<file path="config.mk">
export PLATFORM = sky130hd
export DESIGN_NAME = decode_seq_ctrl
export DESIGN_NICKNAME = d
export VERILOG_FILES = /design/src/rtl/decode_pkg.sv /design/src/rtl/decode_seq_ctrl_sat_counter.sv /design/src/rtl/decode_seq_ctrl.sv
export SDC_FILE = /design/constraint.sdc
export NUM_CORES = 1
export LEC_CHECK = 0
export BUFFER_PORTS_ARGS = -buffer_cell sky130_fd_sc_hd__buf_4
export CAP_MARGIN = 20
export CORE_ASPECT_RATIO = 2
export CORE_MARGIN = 3
export CORE_UTILIZATION = 30
export DETAILED_ROUTE_END_ITERATION = 10
export GPL_TIMING_DRIVEN = 0
export SETUP_SLACK_MARGIN = 0.5
export SLEW_MARGIN = 20
export SYNTH_ARGS = -nofsm -noshare
export SYNTH_HDL_FRONTEND = slang
export SYNTH_SLANG_ARGS = --single-unit
</file>
<file path="constraint.sdc">
create_clock -name clk -period 2 [get_ports clk]
set_clock_uncertainty 0.1 [all_clocks]
set_input_delay 0.1 -clock clk [delete_from_list [all_inputs] [get_ports clk]]
set_output_delay 0.1 -clock clk [all_outputs]
set_load 0.02 [all_outputs]
</file>
<file path="src/rtl/decode_pkg.sv">
// Shared definitions for the decode-stage sequencer: controller states and
// default sizing for the instruction address and the longest legal instruction.
package decode_pkg;

   localparam int IADDRW_DEF = 32;
   localparam int MAXLEN_DEF = 15;

   typedef enum logic [1:0] {
      S_RUN   = 2'd0,
      S_HALT  = 2'd1,
      S_INT   = 2'd2,
      S_FLUSH = 2'd3
   } state_t;

endpackage

</file>
<file path="src/rtl/decode_seq_ctrl_sat_counter.sv">
// Saturating up-counter with a synchronous clear, used to count starved
// decode cycles. It sticks at all-ones rather than wrapping back to zero.
module sat_counter #(
   parameter int CNTW = 16
) (
   input  logic            clk,
   input  logic            reset,
   input  logic            inc,
   input  logic            clear,
   output logic [CNTW-1:0] count
);

   // Count up on inc, stop at all-ones, clear takes priority over inc
   always_ff @(posedge clk or negedge reset) begin
      if (!reset) begin
         count <= '0;
      end else if (clear) begin
         count <= '0;
      end else if (inc && (count != {CNTW{1'b1}})) begin
         count <= count + 1'b1;
      end
   end

endmodule

</file>
<file path="src/rtl/decode_seq_ctrl.sv">
// Decode-stage sequencer: accepts one instruction per cycle from the fetch
// window, holds it in the output register for downstream, pulses the return
// address stack on CALLs and runs the RUN/HALT/INT/FLUSH control machine.
module decode_seq_ctrl
   import decode_pkg::*;
#(
   parameter int IADDRW     = IADDRW_DEF,
   parameter int MAXLEN     = MAXLEN_DEF,
   parameter int INT_CYCLES = 2,
   parameter int CNTW       = 16
) (
   input  logic              clk,
   input  logic              reset,
   input  logic              flush,
   input  logic              handle_int,
   output logic              halt,
   input  logic              f_valid,
   input  logic [5:0]        f_valid_bytes,
   input  logic [IADDRW-1:0] f_pc,
   output logic              f_ready,
   output logic [5:0]        f_bytes_read,
   input  logic [3:0]        dc_length,
   input  logic              dc_is_hlt,
   input  logic              dc_is_call,
   output logic              d_valid,
   input  logic              d_ready,
   output logic [IADDRW-1:0] d_pc,
   output logic [3:0]        d_len,
   output logic              ras_push,
   output logic [IADDRW-1:0] ras_address,
   output logic [CNTW-1:0]   starve_cnt
);

   state_t     state;
   state_t     state_next;
   logic [3:0] int_cnt;
   logic [3:0] int_cnt_next;

   logic len_legal;
   logic len_fits;
   logic fire;
   logic starved;

   // A length of zero or beyond MAXLEN is a decoder fault, never a fire and
   // never a starved cycle; otherwise the window must hold the whole instruction.
   assign len_legal = (dc_length != 4'd0) && ({1'b0, dc_length} <= 5'(MAXLEN));
   assign len_fits  = ({2'b00, dc_length} <= f_valid_bytes);

   assign fire = (state == S_RUN) && f_valid && len_legal && len_fits
                 && (!d_valid || d_ready) && !flush;

   assign starved = (state == S_RUN) && f_valid && len_legal && !len_fits;

   assign f_ready      = fire;
   assign f_bytes_read = fire ? {2'b00, dc_length} : 6'd0;
   assign halt         = (state == S_HALT);

   // Next-state selection; flush overrides everything except a halted core
   always_comb begin
      state_next   = state;
      int_cnt_next = 4'd0;
      case (state)
         S_RUN: begin
            if (flush) begin
               state_next = S_FLUSH;
            end else if (fire && dc_is_hlt) begin
               state_next = S_HALT;
            end else if (handle_int) begin
               state_next = S_INT;
            end
         end
         S_HALT: begin
            if (handle_int && !flush) begin
               state_next = S_INT;
            end
         end
         S_INT: begin
            if (flush) begin
               state_next = S_FLUSH;
            end else if (int_cnt == 4'(INT_CYCLES - 1)) begin
               state_next = S_RUN;
            end else begin
               int_cnt_next = int_cnt + 4'd1;
            end
         end
         S_FLUSH: begin
            if (!flush) begin
               state_next = S_RUN;
            end
         end
         default: begin
            state_next = S_RUN;
         end
      endcase
   end

   // Control state and the interrupt dwell counter
   always_ff @(posedge clk or negedge reset) begin
      if (!reset) begin
         state   <= S_RUN;
         int_cnt <= 4'd0;
      end else begin
         state   <= state_next;
         int_cnt <= int_cnt_next;
      end
   end

   // Output pipe register and RAS pulse; the held instruction is frozen
   // while downstream stalls, and a flush drops it outright
   always_ff @(posedge clk or negedge reset) begin
      if (!reset) begin
         d_valid     <= 1'b0;
         d_pc        <= '0;
         d_len       <= 4'd0;
         ras_push    <= 1'b0;
         ras_address <= '0;
      end else begin
         ras_push <= fire && dc_is_call;
         if (fire && dc_is_call) begin
            ras_address <= f_pc + IADDRW'(dc_length);
         end
         if (flush) begin
            d_valid <= 1'b0;
         end else if (fire) begin
            d_valid <= 1'b1;
            d_pc    <= f_pc;
            d_len   <= dc_length;
         end else if (d_ready) begin
            d_valid <= 1'b0;
         end
      end
   end

   sat_counter #(
      .CNTW (CNTW)
   ) u_starve (
      .clk   (clk),
      .reset (reset),
      .inc   (starved),
      .clear (1'b0),
      .count (starve_cnt)
   );

endmodule

</file>
==> results of run 1 <==
==> per-layer routing <==
metal	wire, µm	vias to the layer above	share of wire	global-route usage
li1	-	2033	-	-
met1	5630	2123	0.35	0.193
met2	9380	127	0.58	0.363
met3	695	35	0.043	0.0329
met4	487	0	0.030	0.0968
met5	0	-	0	0
==> synthesized netlist by cell type (all sizes together) (4+ instances only) <==
master,number,area (µm²)
nand2,107,402
dfrtp,92,2300
nor2,50,188
xnor2,34,298
a21oi,31,155
inv,15,56.3
buf,12,91.3
nand3,12,60.1
nand4,12,75.1
ha,11,138
xor2,10,87.6
mux2,9,116
and4,7,61.3
a21o,6,45.0
nor2b,6,40.0
o21ai,6,30.0
and2,5,31.3
and3,5,31.3
clkbuf,5,18.8
nand2b,4,25.0
nand3b,4,33.8
==> logic make-up after synthesis <==
group | after synthesis
buffers and inverters | 32
XOR/XNOR | 44
adder cells (fa/ha/maj) | 12
multiplexers | 10
other | 1
flip-flops | 92
AND/OR/NAND/NOR | 220
AO/OA/AOI/OAI | 50
==> power by group through the flow <==
stage,Sequential [µW],Clock [µW],Combinational [µW]
after detailed placement,2850,0,2660
after floorplan,3470,0,693
after global routing,3060,1800,3470
after CTS,2840,1730,2900
after global placement,2820,0,2630
final,2990,1690,3250
==> worst max-delay path by stage <==
stage / slack, ns / start / cells past startpoint / endpoint
after floorplan: 0.09 / f_valid_bytes[1] / 9 / ras_address[0]
after global placement: -0.54 / dc_length[2] / 8 / ras_address[31]
after detailed placement: -0.56 / dc_length[2] / 8 / ras_address[31]
after CTS: 0.005 / f_valid_bytes[1] / 12 / ras_address[22]
after global routing: -0.02 / state[1] / 6 / f_bytes_read[0]
final: 0.07 / state[1] / 6 / f_bytes_read[0]
==> what timing repair did <==
| action | CTS | global route |
|---|---|---|
| gates resized for setup | 97 | 143 |
| endpoints found under the setup margin | 92 | 93 |
| setup buffers | 27 | 23 |
| pin swaps | 34 | 70 |
| endpoints found under the hold margin | 150 | 0 |
| hold buffers | 37 | 0 |
| cloned | 6 | 4 |
==> sequential cells by signal, indices dropped and copies added (netlist names) <==
name / cells
d_pc: 32
ras_address: 32
u_starve.count: 16
d_len: 4
int_cnt: 4
state: 2
d_valid: 1
ras_push: 1
==> critical path, cell delays in order, from the launching register on <==
cell and delay, ns:
dfrtp_2 0.43, nor4b_4 0.29, buf_4 0.16, nand3b_4 0.11
buf_8 0.17, nor2_4 0.09, buf_6 0.12
==> through the flow <==
stage	utilization	setup TNS (ns)	worst slack (ns)	power [µW]
after global placement	0.410	-20.23	-0.537	5460
after floorplan	-	0	0.0949	4170
after detailed placement	0.411	-21.80	-0.561	5510
after CTS	0.506	0	0.00524	7470
final	0.561	0	0.0730	7930
after global routing	0.561	-0.0294	-0.0162	8330
==> layout make-up <==
| class | instances | area (µm²) | area share |
|---|---|---|---|
| Buffer | 17 | 278 | 0.0341 |
| Clock buffer | 9 | 225 | 0.0277 |
| Clock inverter | 7 | 67.6 | 0.00830 |
| Inverter | 15 | 73.8 | 0.00907 |
| Multi-Input combinational cell | 338 | 2750 | 0.338 |
| Sequential cell | 92 | 2310 | 0.284 |
| Tap cell | 192 | 240 | 0.0295 |
| Timing Repair Buffer | 238 | 2190 | 0.269 |
==> impl_metrics.yaml, run 1 <==
grt:
  antenna_found_initial: 0
  overflow: 0
  grt_pass1_wl_um: 24000
  grt_usage: 0.190
  grt_max_degree: 93
  grt_pass1_vias: 4610
logic_synthesis:
  muxShareOfSynthArea: 0.0283
  ys_seq_area_frac: 0.516
  synth_fa_ha_area_frac: 0.0353
  syn_area_um2: 4470
  yosys_warnings: 0
  avgSynthCellArea_um2: 9.69
  synth-simple-area-share: 0.226
  ys_types: 44
  synth-async-reset-ratio: 1.00
  synthCells: 461
  synthXorXnorAreaFrac: 0.0863
  synth_top_family_by_area: "simple AND/OR/NAND/NOR gates"
  synth_compound_area_frac: 0.0703
  ys_ff_latch: 92
  synth_edf_count: 0
  dominantRegCellSynth: "dfrtp_1"
route:
  drt_iter0_markers: 162
  drt-total-wl_um: 16200
  drtPass1Iterations: 4
  drcViolationCount: 0
  ant_nets: 0
  detail_route.wl_per_cell_um: 17.8
  detail_route.vias_per_cell: 4.76
  vias: 4318
layout:
  n_antenna_cell: 0
  area_delta_synth_final_pct: 82.3
  layout_common_cells: "buf_4, dfrtp_1, nand2_1, dlygate4sd3_1"
  layout-drive-gt1-share: 0.550
  fill_cells: 1228
  design_area_um2: 8140
  final_cells: 908
  fin_nets: 773
  layout_commonest_cell: "buf_4"
placement:
  place_area_um2: 5960
  dp.cells: 795
  io_buffers: 141
  hpwlAfterDp_um: 10600
  gp_congestion: 0.829
clocking:
  ctsRootBufferMaster: "clkbuf_16"
  clock_latency_ns: 0.35
  clock_path_buffers: 2
  cts_tree: "built"
  htree_num_levels: 3
  cts_buffers: 9
  cts.sinks: 92
  clkTransAtPathRegs_ns: 0.07
pwr:
  clkPwrFrac: 0.213
  p_seq_frac: 0.377
  powerDensity_nw_per_um2: 974
  switching_share: 0.382
  switchingPower_uw: 3030
  p_leak_uw: 0.00381
  ir_drop_mv: 0.454
  p_comb_frac: 0.410
  p_int_uw: 4900
sta:
  fmax_mhz: 519
  fin_crit_ns: 1.93
  slew-limit-headroom: 0.410
  worstMarginPinSlew_ns: 0.886
  finalSetupViolations: 0
  whs_ns: 0.00895
  slew_viol_final: 0
  hold_violations: 0
  min_period_over_period: 0.964
  rsz0062_at_grt: "yes"
worst_setup_path:
  r2r-start: "state[1]"
  startpoint_type: "register"
  rr_worst_depth: 6
  crit_required_ns: 1.80
  crit-reg2reg-capture: "ras_address[2]"
  crit_fanout: 6
  reg2reg_slack_ns: 0.08
  worstSetupPathType: "register to primary output"
  arrival_ns: 1.73
  crit_path_end_kind: "primary output"
min_path:
  holdCritPathClass: "primary input to register"
  whs_path_depth: 3
  worstHoldStart: "f_pc[5]"
  whs_endpoint: "ras_address[5]"
floorplanning:
  dieWidth_um: 92.3
  io_pins: 144
  initial_core_util: 0.308
  core_region_area_um2: 14500
  rows: 62
  die_y_um: 179
  dieArea_um2: 16500
flow_run:
  cap_violations: 0
outcome:
  outcome: "completed"
No activity file was read; power rests on OpenSTA's default activity.
==> run 2, diff against run 1 <==
--- a/config.mk
+++ b/config.mk
@@ -12,6 +12,7 @@
 export CORE_UTILIZATION = 30
 export DETAILED_ROUTE_END_ITERATION = 10
 export GPL_TIMING_DRIVEN = 0
+export REMOVE_ABC_BUFFERS = 1
 export SETUP_SLACK_MARGIN = 0.5
 export SLEW_MARGIN = 20
 export SYNTH_ARGS = -nofsm -noshare
==> run 2 against run 1 <==
Against the previous run: the flow now finishes with violations (setup timing); combinational power down 2%; sequential cell count unchanged; cell count down 1.3%; setup slack worse by 0.095 ns; total power down 0.33%; count of clock-buffer cells in the layout unchanged; register-to-register slack worse by 0.05 ns.
==> impl_metrics.yaml, run 2 (same netlist as run 1, synthesis figures left out) <==
layout:
  reg.largest.list: "d_pc x32, ras_address x32, u_starve.count x16"
  final_cells: 896
  design_area_um2: 7770
  post-route-util: 0.535
  layout_commonest_cell: "buf_4"
  n_antenna_cell: 0
  layout-drive-gt1-share: 0.499
  layout_common_cells: "buf_4, dfrtp_1, nand2_1, dlygate4sd3_1, xnor2_1"
  fin_nets: 762
  area_delta_synth_final_pct: 73.9
grt:
  grt_max_degree: 93
  grt_pass1_vias: 4568
  antenna_found_initial: 0
  overflow: 0
  grt_pass1_wl_um: 25300
  grt_usage: 0.204
outcome:
  violations: "setup timing"
  outcome: "finished, violations left"
pwr:
  finalPower_uw: 7900
  ir_drop_mv: 0.510
  p_leak_uw: 0.00373
  powerDensity_nw_per_um2: 1020
placement:
  gp_congestion: 0.798
  hpwlAfterDp_um: 9350
  place_area_um2: 5690
  io_buffers: 141
  dp.cells: 779
worst_setup_path:
  startpoint_type: "primary input"
  max_stage_delay_ns: 0.42
  arrival_ns: 2.14
  worstSetupPathType: "primary input to register"
  crit_fanout: 7
  reg2reg_slack_ns: 0.03
  crit_required_ns: 2.12
  crit_path_end_kind: "register"
  path_cells: "buf_8 -> ha_4 -> nor2b_4 -> o211ai_2 -> a2111oi_4 -> buf_4 -> buf_6 -> and4b_4 -> buf_4 -> clkbuf_16 -> nor2_1 -> a21oi_2"
  cp_slowest_cell: "a2111oi_4"
  path_common_cell: "buf_4"
  crit_family: "buffers and inverters"
  cp_num_buf_inv: 5
floorplanning:
  io_pins: 144
  core_region_area_um2: 14500
  die_y_um: 179
  dieArea_um2: 16500
  initial_core_util: 0.308
  rows: 62
  dieWidth_um: 92.3
clocking:
  cts.sinks: 92
  ctsRootBufferMaster: "clkbuf_16"
  cts_tree: "built"
  cts_buffers: 9
  clock_path_buffers: 2
  clkTransAtPathRegs_ns: 0.07
  clock_latency_ns: 0.33
  htree_num_levels: 3
sta:
  fmax_mhz: 494
  min_period_over_period: 1.01
  finalSetupViolations: 2
  hold_violations: 0
  fin_crit_ns: 2.02
  slew-limit-headroom: 0.421
  rsz0062_at_grt: "yes"
  setup_ws_ns: -0.0224
  worstMarginPinSlew_ns: 0.869
  whs_ns: 0.0176
  slew_viol_final: 0
flow_run:
  cap_violations: 0
route:
  drt_iter0_markers: 153
  drt-total-wl_um: 17200
  ant_nets: 0
  vias: 4367
  drtPass1Iterations: 4
  detail_route.wl_per_cell_um: 19.2
  drcViolationCount: 0
  detail_route.vias_per_cell: 4.87
min_path:
  holdCritPathClass: "primary input to register"
## run 2: final cells by class
| cell class | instances | area [µm²] |
|---|---|---|
| Timing Repair inverter | 1 | 8.76 |
| Sequential cell | 92 | 2310 |
| Clock inverter | 6 | 88.8 |
| Timing Repair Buffer | 234 | 2090 |
| Clock buffer | 9 | 225 |
| Tap cell | 192 | 240 |
| Multi-Input combinational cell | 347 | 2740 |
| Inverter | 15 | 71.3 |
| Fill cell | 1263 | 6740 |
## run 2: worst paths after layout
kind / startpoint / cells after the start / endpoint
worst max-delay path: dc_length[1] / 12 / ras_address[21]
worst min-delay path: f_pc[9] / 3 / ras_address[9]
worst max register to register: state[1] / 5 / ras_address[2]
worst min register to register: d_pc[26] / 2 / d_pc[26]
max in group asynchronous: reset / 2 / u_starve.count[7]
min in group asynchronous: reset / 2 / u_starve.count[4]
## run 2: where the power goes
group | internal [µW] | switching, µW | leakage [µW]
logic | 1520 | 1650 | 0.00244
registers | 2430 | 468 | 0.00115
clock network | 1090 | 742 | 0.000148
total | 5040 | 2860 | 0.00373
## run 2: repair_timing
item,CTS,global route
endpoints found under the hold margin,149,0
buffers inserted,44,8
endpoints found under the setup margin,92,93
cloned,11,2
pin swaps,28,61
hold buffers,37,0
resized for setup,115,94
## run 2: worst reg2reg max path: cells and delay by family (launching register included)
kind | cells | cell delay [ns]
multiplexers | 1 | 0.30
flip-flops | 1 | 0.42
AND/OR/NAND/NOR | 2 | 0.69
buffers and inverters | 2 | 0.34
## run 2: per-layer routing
layer | up-vias | wire length, µm | GRT usage | part of all wire
met5 | - | 0 | 0 | 0
met4 | 0 | 620 | 0.0775 | 0.036
met3 | 35 | 830 | 0.0367 | 0.048
met2 | 155 | 9680 | 0.395 | 0.56
met1 | 2146 | 6060 | 0.213 | 0.35
li1 | 2031 | - | - | -
## run 2: metrics by stage
stage	setup WS [ns]	setup TNS, ns
after CTS	0.00383	0
after global placement	-1.56	-97.23
after detailed placement	-1.59	-69.68
final	-0.0224	-0.0307
after floorplan	-0.777	-30.18
after global routing	-0.0626	-0.805
==> run 3, diff against run 2 <==
--- a/config.mk
+++ b/config.mk
@@ -10,6 +10,7 @@
 export CORE_ASPECT_RATIO = 2
 export CORE_MARGIN = 3
 export CORE_UTILIZATION = 30
+export CTS_BUF_LIST = sky130_fd_sc_hd__clkbuf_4
 export DETAILED_ROUTE_END_ITERATION = 10
 export GPL_TIMING_DRIVEN = 0
 export REMOVE_ABC_BUFFERS = 1
==> run 3 against run 2 <==
Against the previous run: routed wire length rose by 3.0%; sequential power about the same; total power shrank 8.9%; die area unchanged; clock power fell by 36%; sequential share of layout area down 0.15 points; non-clock buffer count rose by 22; count of clock-buffer cells in the layout stayed put; the run still ends with setup timing left; first-iteration DRC count decreased by 7.2%.
==> impl_metrics.yaml, run 3 (same netlist as run 1, synthesis figures left out) <==
floorplanning:
  dieWidth_um: 92.3
  initial_core_util: 0.308
  die_y_um: 179
  core_region_area_um2: 14500
  io_pins: 144
  rows: 62
  dieArea_um2: 16500
worst_setup_path:
  worstSetupPathType: "register to primary output"
  crit-reg2reg-capture: "ras_address[18]"
  reg2reg_slack_ns: -0.11
  crit_path_end_kind: "primary output"
  arrival_ns: 1.92
  cp_num_buf_inv: 3
  crit_fanout: 4
  path_cells: "nor4b_4 -> buf_4 -> nand3b_4 -> buf_6 -> nor2_4 -> buf_6"
  crit_family: "simple AND/OR/NAND/NOR gates"
  r2r-start: "state[1]"
  rr_worst_depth: 8
  path_common_cell: "buf_6"
  max_stage_delay_ns: 0.46
  cp_slowest_cell: "dfrtp_2"
  startpoint_type: "register"
  crit_required_ns: 1.80
clocking:
  clock_latency_ns: 0.44
  ctsRootBufferMaster: "clkbuf_4"
  cts_tree: "built"
  htree_num_levels: 3
  cts.sinks: 92
  clkTransAtPathRegs_ns: 0.17
  cts_buffers: 9
  clock_path_buffers: 2
grt:
  grt_usage: 0.213
  grt_max_degree: 93
  overflow: 0
  grt_pass1_wl_um: 26600
  grt_pass1_vias: 4720
  antenna_found_initial: 1
layout:
  regArea_um2: 2310
  reg.largest.list: "d_pc x32, ras_address x32, u_starve.count x16"
  layout_commonest_cell: "buf_4"
  fin_nets: 784
  final_cells: 919
  layout_common_cells: "buf_4, dfrtp_1, nand2_1, dlygate4sd3_1, buf_6"
  layout-drive-gt1-share: 0.483
  multi_input_area_um2: 2660
  post-route-util: 0.538
  fill_cells: 1268
  area_delta_synth_final_pct: 74.8
sta:
  min_period_over_period: 1.06
  hold_violations: 0
  slew_viol_final: 0
  worstMarginPinSlew_ns: 0.871
  rsz0062_at_grt: "yes"
  fmax_mhz: 472
  slew-limit-headroom: 0.420
  finalSetupViolations: 57
  setup_ws_ns: -0.119
  fin_crit_ns: 2.12
route:
  drcViolationCount: 0
  detail_route.wl_per_cell_um: 19.3
  vias: 4501
  drt_iter0_markers: 142
  drtPass1Iterations: 4
  drt-total-wl_um: 17700
  ant_nets: 0
  detail_route.vias_per_cell: 4.90
min_path:
  worstHoldStart: "f_pc[22]"
  whs_endpoint: "ras_address[24]"
  holdCritPathClass: "primary input to register"
  whs_path_depth: 4
outcome:
  outcome: "finished, violations left"
  violations: "setup timing"
placement:
  io_buffers: 141
  hpwlAfterDp_um: 9350
  dp.cells: 779
  gp_congestion: 0.798
pwr:
  ir_drop_mv: 0.434
  finalPower_uw: 7200
  p_leak_uw: 0.00380
  powerDensity_nw_per_um2: 922
flow_run:
  cap_violations: 0
[run 3: power breakdown]
| group | internal (µW) | total [µW] | switching [µW] |
|---|---|---|---|
| Clock | 503 | 1180 | 676 |
| Sequential | 2420 | 2870 | 452 |
| Combinational | 1500 | 3150 | 1640 |
| Total | 4430 | 7200 | 2770 |
[run 3: worst min-delay path, delay by kind of cell]
| kind | cells | cell delay, ns |
|---|---|---|
| xor gates and xnor gates | 1 | 0.13 |
| buffers and inverters | 1 | 0.10 |
| AOI/OAI and AO/OA | 1 | 0.06 |
| and+or+nand+nor | 1 | 0.19 |
[run 3: worst max-delay path by stage]
| stage | startpoint | endpoint | slack, ns | cells past startpoint |
|---|---|---|---|---|
| 3_3_place_gp | dc_length[1] | f_bytes_read[2] | -1.56 | 9 |
| 4_1_cts | state[0] | f_bytes_read[0] | -0.12 | 6 |
| 3_5_place_dp | dc_length[1] | f_bytes_read[2] | -1.59 | 9 |
| 2_1_floorplan | state[1] | ras_address[18] | -0.78 | 3 |
| 6_report | state[1] | f_bytes_read[0] | -0.12 | 6 |
| 5_1_grt | state[1] | f_bytes_read[1] | -0.23 | 6 |
[run 3: repair_timing]
item | in CTS | in global routing
endpoints found under the hold margin | 163 | 1
gates cloned | 13 | 0
gates resized for setup | 152 | 53
buffers inserted | 50 | 14
endpoints found under the setup margin | 93 | 94
hold buffers | 46 | 1
pin swaps | 73 | 14
[run 3: through the flow]
| step | setup slack (ns) | cell area (µm²) | setup TNS (ns) | hold slack (ns) |
|---|---|---|---|---|
| floorplan | -0.777 | 4360 | -30.18 | -0.296 |
| global placement | -1.56 | 5660 | -97.23 | 0.212 |
| detailed placement | -1.59 | 5690 | -69.68 | 0.158 |
| CTS | -0.118 | 7490 | -0.767 | 0.000968 |
| global route | -0.228 | 7810 | -7.43 | 0.00991 |
| finish | -0.119 | 7810 | -2.43 | 0.0330 |
[run 3: layout make-up]
type,count,area share
Antenna cell,1,0.000321
Clock buffer,9,0.00866
Clock inverter,6,0.0114
Inverter,15,0.00914
Multi-Input combinational cell,347,0.340
Sequential cell,92,0.295
Tap cell,192,0.0308
Timing Repair Buffer,256,0.303
Timing Repair inverter,1,0.00112
[run 3: routing by layer]
metal	vias up	track usage	wire length [µm]
met5	-	0	0
met4	0	0.0856	523
met1	2217	0.224	6060
li1	2066	-	-
met3	37	0.0435	1020
met2	181	0.408	10100
